`config.mk`:
```
export PLATFORM = sky130hd
export DESIGN_NAME = compl_queue
export DESIGN_NICKNAME = d
export VERILOG_FILES = /design/src/rtl/compl_queue.sv
export SDC_FILE = /design/constraint.sdc
export NUM_CORES = 1
export LEC_CHECK = 0
export ABC_AREA = 1
export BUFFER_PORTS_ARGS = -buffer_cell sky130_fd_sc_hd__buf_2
export CAP_MARGIN = 25
export CORE_MARGIN = 2
export CORE_UTILIZATION = 45
export DETAILED_ROUTE_END_ITERATION = 7
export PLACE_DENSITY_LB_ADDON = 0.1
export SETUP_SLACK_MARGIN = 0.4
export SYNTH_ARGS = -nofsm -noshare
export SYNTH_HDL_FRONTEND = slang
export SYNTH_SLANG_ARGS = --single-unit
```
`constraint.sdc`:
```
create_clock -name clk -period 2.6 [get_ports clk]
set_clock_uncertainty 0.05 [all_clocks]
set_input_delay 0.52 -clock clk [delete_from_list [all_inputs] [get_ports clk]]
set_output_delay 0.52 -clock clk [all_outputs]
set_load 0.005 [all_outputs]
```
`src/rtl/compl_queue.sv`:
```
// compl_queue: address FIFO that hands its head entry to a serializer, one transfer at a time.
// Optional retransmission on serializer error is built when COMPL_QUEUE_RETRY_EN is defined.
module compl_queue #(
    parameter int ADDRW     = 24,
    parameter int DEPTH     = 4,
    parameter int MAX_RETRY = 3
) (
    input  logic                       clk,
    input  logic                       rst,
    input  logic                       push_valid,
    input  logic [ADDRW-1:0]           push_addr,
    output logic                       push_ready,
    output logic                       valid_out,
    output logic [ADDRW-1:0]           addr_out,
    input  logic                       ser_ready,
    input  logic                       ser_err,
    output logic [$clog2(DEPTH+1)-1:0] count,
    output logic                       drop_err
);
    localparam int PTRW = $clog2(DEPTH);
    localparam int CNTW = $clog2(DEPTH + 1);

    typedef enum logic [1:0] {IDLE, OFFER, BUSY} state_t;

    state_t           state_reg, state_next;
    logic [PTRW-1:0]  wr_ptr_reg, rd_ptr_reg;
    logic [CNTW-1:0]  count_reg, count_next;
    logic [ADDRW-1:0] mem [DEPTH];
    logic             full, empty, push_fire, pop;

    assign full       = (count_reg == CNTW'(DEPTH));
    assign empty      = (count_reg == '0);
    assign push_ready = !full;
    assign push_fire  = push_valid && !full;
    assign valid_out  = (state_reg == OFFER);
    assign addr_out   = mem[rd_ptr_reg];
    assign count      = count_reg;

    // Storage is never reset; only the pointers define which entries are live.
    always_ff @(posedge clk) begin
        if (push_fire) begin
            mem[wr_ptr_reg] <= push_addr;
        end
    end

`ifdef COMPL_QUEUE_RETRY_EN
    localparam int RTRW = (MAX_RETRY < 1) ? 1 : $clog2(MAX_RETRY + 1);

    logic [RTRW-1:0] retry_reg, retry_next;
    logic            drop_reg, drop_next;

    assign drop_err = drop_reg;
`else
    logic unused_ser_err;
    localparam int unused_max_retry = MAX_RETRY;

    assign unused_ser_err = ser_err;
    assign drop_err       = 1'b0;
`endif

    always_comb begin
        state_next = state_reg;
        pop        = 1'b0;
`ifdef COMPL_QUEUE_RETRY_EN
        retry_next = retry_reg;
        drop_next  = 1'b0;
`endif
        case (state_reg)
            IDLE: begin
                if (!empty && ser_ready) begin
                    state_next = OFFER;
                end
            end
            OFFER: begin
                // ser_ready dropping means the serializer has latched addr_out.
                if (!ser_ready) begin
                    state_next = BUSY;
`ifndef COMPL_QUEUE_RETRY_EN
                    pop        = 1'b1;
`endif
                end
            end
            BUSY: begin
                if (ser_ready) begin
                    state_next = IDLE;
`ifdef COMPL_QUEUE_RETRY_EN
                    // Failed transfer keeps the head until its retry budget is spent.
                    if (ser_err && (retry_reg < RTRW'(MAX_RETRY))) begin
                        retry_next = retry_reg + RTRW'(1);
                    end else begin
                        pop        = 1'b1;
                        retry_next = '0;
                        drop_next  = ser_err;
                    end
`endif
                end
            end
            default: state_next = IDLE;
        endcase
    end

    always_comb begin
        count_next = count_reg;
        case ({push_fire, pop})
            2'b10:   count_next = count_reg + CNTW'(1);
            2'b01:   count_next = count_reg - CNTW'(1);
            default: count_next = count_reg;
        endcase
    end

    always_ff @(posedge clk or posedge rst) begin
        if (rst) begin
            state_reg  <= IDLE;
            wr_ptr_reg <= '0;
            rd_ptr_reg <= '0;
            count_reg  <= '0;
        end else begin
            state_reg <= state_next;
            count_reg <= count_next;
            if (push_fire) begin
                wr_ptr_reg <= wr_ptr_reg + PTRW'(1);
            end
            if (pop) begin
                rd_ptr_reg <= rd_ptr_reg + PTRW'(1);
            end
        end
    end

`ifdef COMPL_QUEUE_RETRY_EN
    always_ff @(posedge clk or posedge rst) begin
        if (rst) begin
            retry_reg <= '0;
            drop_reg  <= 1'b0;
        end else begin
            retry_reg <= retry_next;
            drop_reg  <= drop_next;
        end
    end
`endif

endmodule

```
After elaboration in Yosys (flattened, before gate mapping)
Memory sizes are Yosys's and may differ from the RTL's.
Index checks and enable logic that the tools add are counted.
{"block": "totals", "inputBits": 29, "memories": 1, "ramBits": 96, "reg_bits": 9, "elab_cells": 34}
{"block": "op_classes", "add_sub_neg": 4, "n_eq_ne": 8, "n_mux": 9, "n_reduce_logical": 8}
{"name": "mem", "depth": 4, "word_bits": 24, "read_ports": 1, "rd_ports_with_merged_regs": 0, "write_ports": 1, "line": "28", "rtl": "logic [ADDRW-1:0] mem [DEPTH];"}
{"operator": "2-bit two-way mux", "n": 3}
{"operator": "2-bit != test, second input constant", "n": 3}
{"operator": "2-bit one-hot mux with 3 select lines", "n": 1}
{"operator": "3-bit one-hot mux with 2 select lines", "n": 1}
{"operator": "2-bit by 1-bit adder with 2-bit output, second input constant", "n": 2}
{"operator": "2-bit by 1-bit equality test with 1-bit output, second input constant", "n": 2}
{"operator": "2-bit equality test, second input constant", "n": 2}
{"operator": "1-bit two-way mux", "n": 4}
{"operator": "3-bit by 1-bit adder with 3-bit output, second input constant", "n": 1}
{"operator": "3-bit equality test, second input constant", "n": 1}
{"operator": "3-bit logical NOT", "n": 1}
{"operator": "3-bit AND reduction", "n": 1}
{"operator": "3-bit by 1-bit subtractor with 3-bit output, second input constant", "n": 1}
{"operator": "1-bit logical AND", "n": 2}
{"operator": "1-bit logical NOT", "n": 2}
{"operator": "2-bit logical NOT", "n": 1}
{"operator": "2-bit nonzero test", "n": 1}

Longest topological paths before layout
{"block": "depth", "depth_word": 5, "depth_mapped": 11, "depth_no_buf": 11}

Worst setup path after synthesis
Ideal clock, no wire load.
{"block": "synth_timing", "kind": "reg2reg", "start": "register count_reg[0], in the netlist count[0]", "end": "memory mem[0][0], enable pin", "setup_slack_ps": 407, "n_path_buf": 0, "t_arrival_ps": 1739, "setup_ps": 405, "path_stages_with_launch": 5, "t_required_ps": 2145, "cell_sequence": "dfrtp_1 -> nor2_1 -> nand2_1 -> nand2_2 -> nor2_1"}
{"block": "synth_between", "elab_chain_cells": 5}
{"element": "start, declared", "line": "27", "rtl": "logic [CNTW-1:0] count_reg, count_next;"}
{"element": "start signal, assigned", "line": "119", "rtl": "count_reg <= count_next;"}
{"element": "3-bit equality test", "line": "31", "rtl": "assign full = (count_reg == CNTW'(DEPTH));"}
{"element": "1-bit logical NOT"}
{"element": "named net push_ready", "line": "12", "rtl": "output logic push_ready,"}
{"element": "1-bit logical AND", "line": "34", "rtl": "assign push_fire = push_valid && !full;"}
{"element": "1-bit two-way mux", "line": "41", "rtl": "if (push_fire) begin"}
{"element": "1-bit two-way mux (not written as such)", "line": "42", "rtl": "mem[wr_ptr_reg] <= push_addr;"}
{"element": "end, declared", "line": "28"}
The timed path passes the listed nets, and every way through them passes these cells.

Worst setup path after layout
{"block": "layout_timing", "start": "register rd_ptr_reg[0]", "end": "output addr_out[16]"}
{"block": "layout_between", "elab_chain_cells": 1}
{"element": "start, declared", "line": "26", "rtl": "logic [PTRW-1:0] wr_ptr_reg, rd_ptr_reg;"}
{"element": "start signal, assigned", "line": "124", "rtl": "rd_ptr_reg <= rd_ptr_reg + PTRW'(1);"}
{"element": "memory 4 x 24 bit"}
{"element": "end, declared", "line": "14", "rtl": "output logic [ADDRW-1:0] addr_out,"}
No other way between the ends.

==> run metrics <==
run status=finished, final reports clean; adder-cell area share of the yosys netlist=1.90%; area of the multi-input gates=881 sq um; CTS HTree Levels=3; clock buffer depth=2; Die Ht=102 um; Req. time, crit path=2.03 ns; #FFs+latches synth=105; Static Leak=2.04 nW; final non-filler cell total=543; CP Launch Type=flop; Initial Utilization=46.8%; die area=10,500 sq um; post-synthesis mux area share=0%; max reg flops=96; crit path cell chain=buf_4 > a21oi_1 > o21ai_0 > nand2_1 > buf_2; Placed Cells=527; clock latency on the worst-skew pair=0.35 ns; Final Hold Vio Count=0; Hold Buf Count CTS=0; f_max=0.467 GHz; RSZ-0062 raised after global routing=true; Initial DRC Count=96; Routability Congestion=0.696; antenna violations before repair=0; core region area=9280 sq um; DRC Markers=0; Final TNS setup=0 ns; Root Driver=clkbuf_8; endpoints failing setup=0; DP HPWL=4420 um; CP max stage cell=buf_4; Largest stage delay, worst path=0.41 ns; ANT cells=0; fin nets=444; Synth-to-Final Area Change=13.7%; DR vias=2,527; Setup crit end kind=output port; Row Count=35; mapped cell area=4350 sq um; peak supply drop=0.371 mV; Final period util=82.4%; Simple-Gate Fraction of Synth Area=6.97%; drt first pass iters=4; fill count=822; Final WS setup=0.458 ns; PortBufs=56; Setup CP Type=reg2out; worst hold path type=in2async; xor and xnor fraction of the mapped netlist area=0.605%; post-synthesis sequential area ratio=71.5%; Die Span X=102 um; Compound-Gate Fraction of Synth Area=10.5%; first-pass GRT wire length=11,500 um; syn nets=385; most common cell after layout, fill and taps aside=edfxtp_1; wire length per cell=13.2 um; Via density=4.65; Clk pin slew, worst setup/hold paths=0.09 ns; CP max FO=50; CTS tree=yes; I/O pin count=59; GR Overflow Total=0; CTS Sinks=105; average size of a mapped cell=12.4 sq um; number of global-route vias before repair=2,326; Ys Warns=0; GRT Resource Usage Total=14.6%; Post CTS Setup Buffer Count=0; Tmin final=2.14 ns; CTS resizes=0; layout cells sized above 1=22.2%; CP arrival=1.57 ns; total CTS buffers=9; Max Cap Viol=0; total power per unit cell area=1010 nW/um^2; Power Total=5.01 mW; Routed Antenna Nets=0; final wirelength=7150 um; highest-count cells in the layout ignoring fill and taps=edfxtp_1, inv_1, nand2_1; register area=3110 sq um; largest net degree at the start of global routing=51; pre-CTS setup slack=0.595 ns; combinational family with the most area after synthesis=compound AO/OA/AOI/OAI gates; Max Slew Vio Count=0; Synth Instances=350; post-synth cell types=21
## power by group
group / switching, mW / total [mW] / internal (mW)
logic: 1.11 / 1.79 / 0.677
registers: 0.104 / 2.34 / 2.23
clock network: 0.529 / 0.883 / 0.354
total: 1.74 / 5.01 / 3.27
## layout make-up
cell class / instances / share of cell area, %
sequential: 105 / 63.0
multi-input combinational: 161 / 17.8
timing repair buffer: 66 / 7.45
inverter: 66 / 5.02
tap: 129 / 3.27
clock buffer: 11 / 2.66
clock inverter: 5 / 0.811
## metal layers
| metal | share of wire, % | up-vias | global-route usage (%) |
|---|---|---|---|
| met1 | 46 | 1178 | 19.5 |
| li1 | - | 1292 | - |
| met4 | 1.2 | 0 | 5.23 |
| met5 | 0 | - | 0 |
| met2 | 48 | 48 | 23.4 |
| met3 | 5.0 | 9 | 3.56 |
## cells by family after synthesis
kind of cell / Yosys count
fa+ha+maj: 6
buf+inv: 84
compound gates: 74
xor+xnor: 3
flops: 105
simple gates: 77
other cells: 1
## critical path: cells and delay by family (launching register included)
kind	cells	cell delay, ns
simple gates	1	0.09
compound gates	2	0.21
buf+inv	2	0.55
flops	1	0.36
## final timing paths
kind,endpoint,cells after the start,slack [ns],from
setup / recovery,addr_out[16],5,0.46,rd_ptr_reg[0]
setup reg to reg,count[2],10,0.64,count[0]
hold reg to reg,state_reg[1],2,0.47,state_reg[1]
min in group clk,mem[0][12],1,0.33,push_addr[12]
max in group asynchronous,rd_ptr_reg[0],2,2.16,rst
hold / removal,count[0],2,0.06,rst
## per-stage QoR
stage                     hold WS [ns]  utilization (%)  instance area [sq um]
after floorplan                  0.298                -                   4350
after global placement           0.447             51.4                   4770
after detailed placement         0.449             51.4                   4770
after CTS                       0.0558             53.2                   4940
after global routing            0.0862             53.2                   4940
final                           0.0620             53.2                   4940
## synthesized netlist by cell type
| cell type | count | share of area (%) |
|---|---|---|
| o21ai_0 | 21 | 2.4 |
| o21ai_1 | 5 | 0.58 |
| buf_6 | 4 | 1.0 |
| xnor2_1 | 3 | 0.60 |
| clkbuf_1 | 1 | 0.086 |
| buf_4 | 2 | 0.35 |
| nand2_2 | 1 | 0.14 |
| edfxtp_1 | 96 | 66 |
| dfrtp_1 | 9 | 5.2 |
| o211ai_2 | 5 | 1.4 |
| ha_1 | 5 | 1.4 |
| buf_2 | 11 | 1.3 |
| conb_1 | 1 | 0.086 |
| nor2_1 | 5 | 0.43 |
| nand4_1 | 2 | 0.29 |
| o211ai_1 | 19 | 3.3 |
| nand2_1 | 64 | 5.5 |
| a21oi_1 | 24 | 2.8 |
| inv_1 | 66 | 5.7 |
| nand3_1 | 5 | 0.58 |
| fa_1 | 1 | 0.46 |
(Power assumes the default switching activity.)
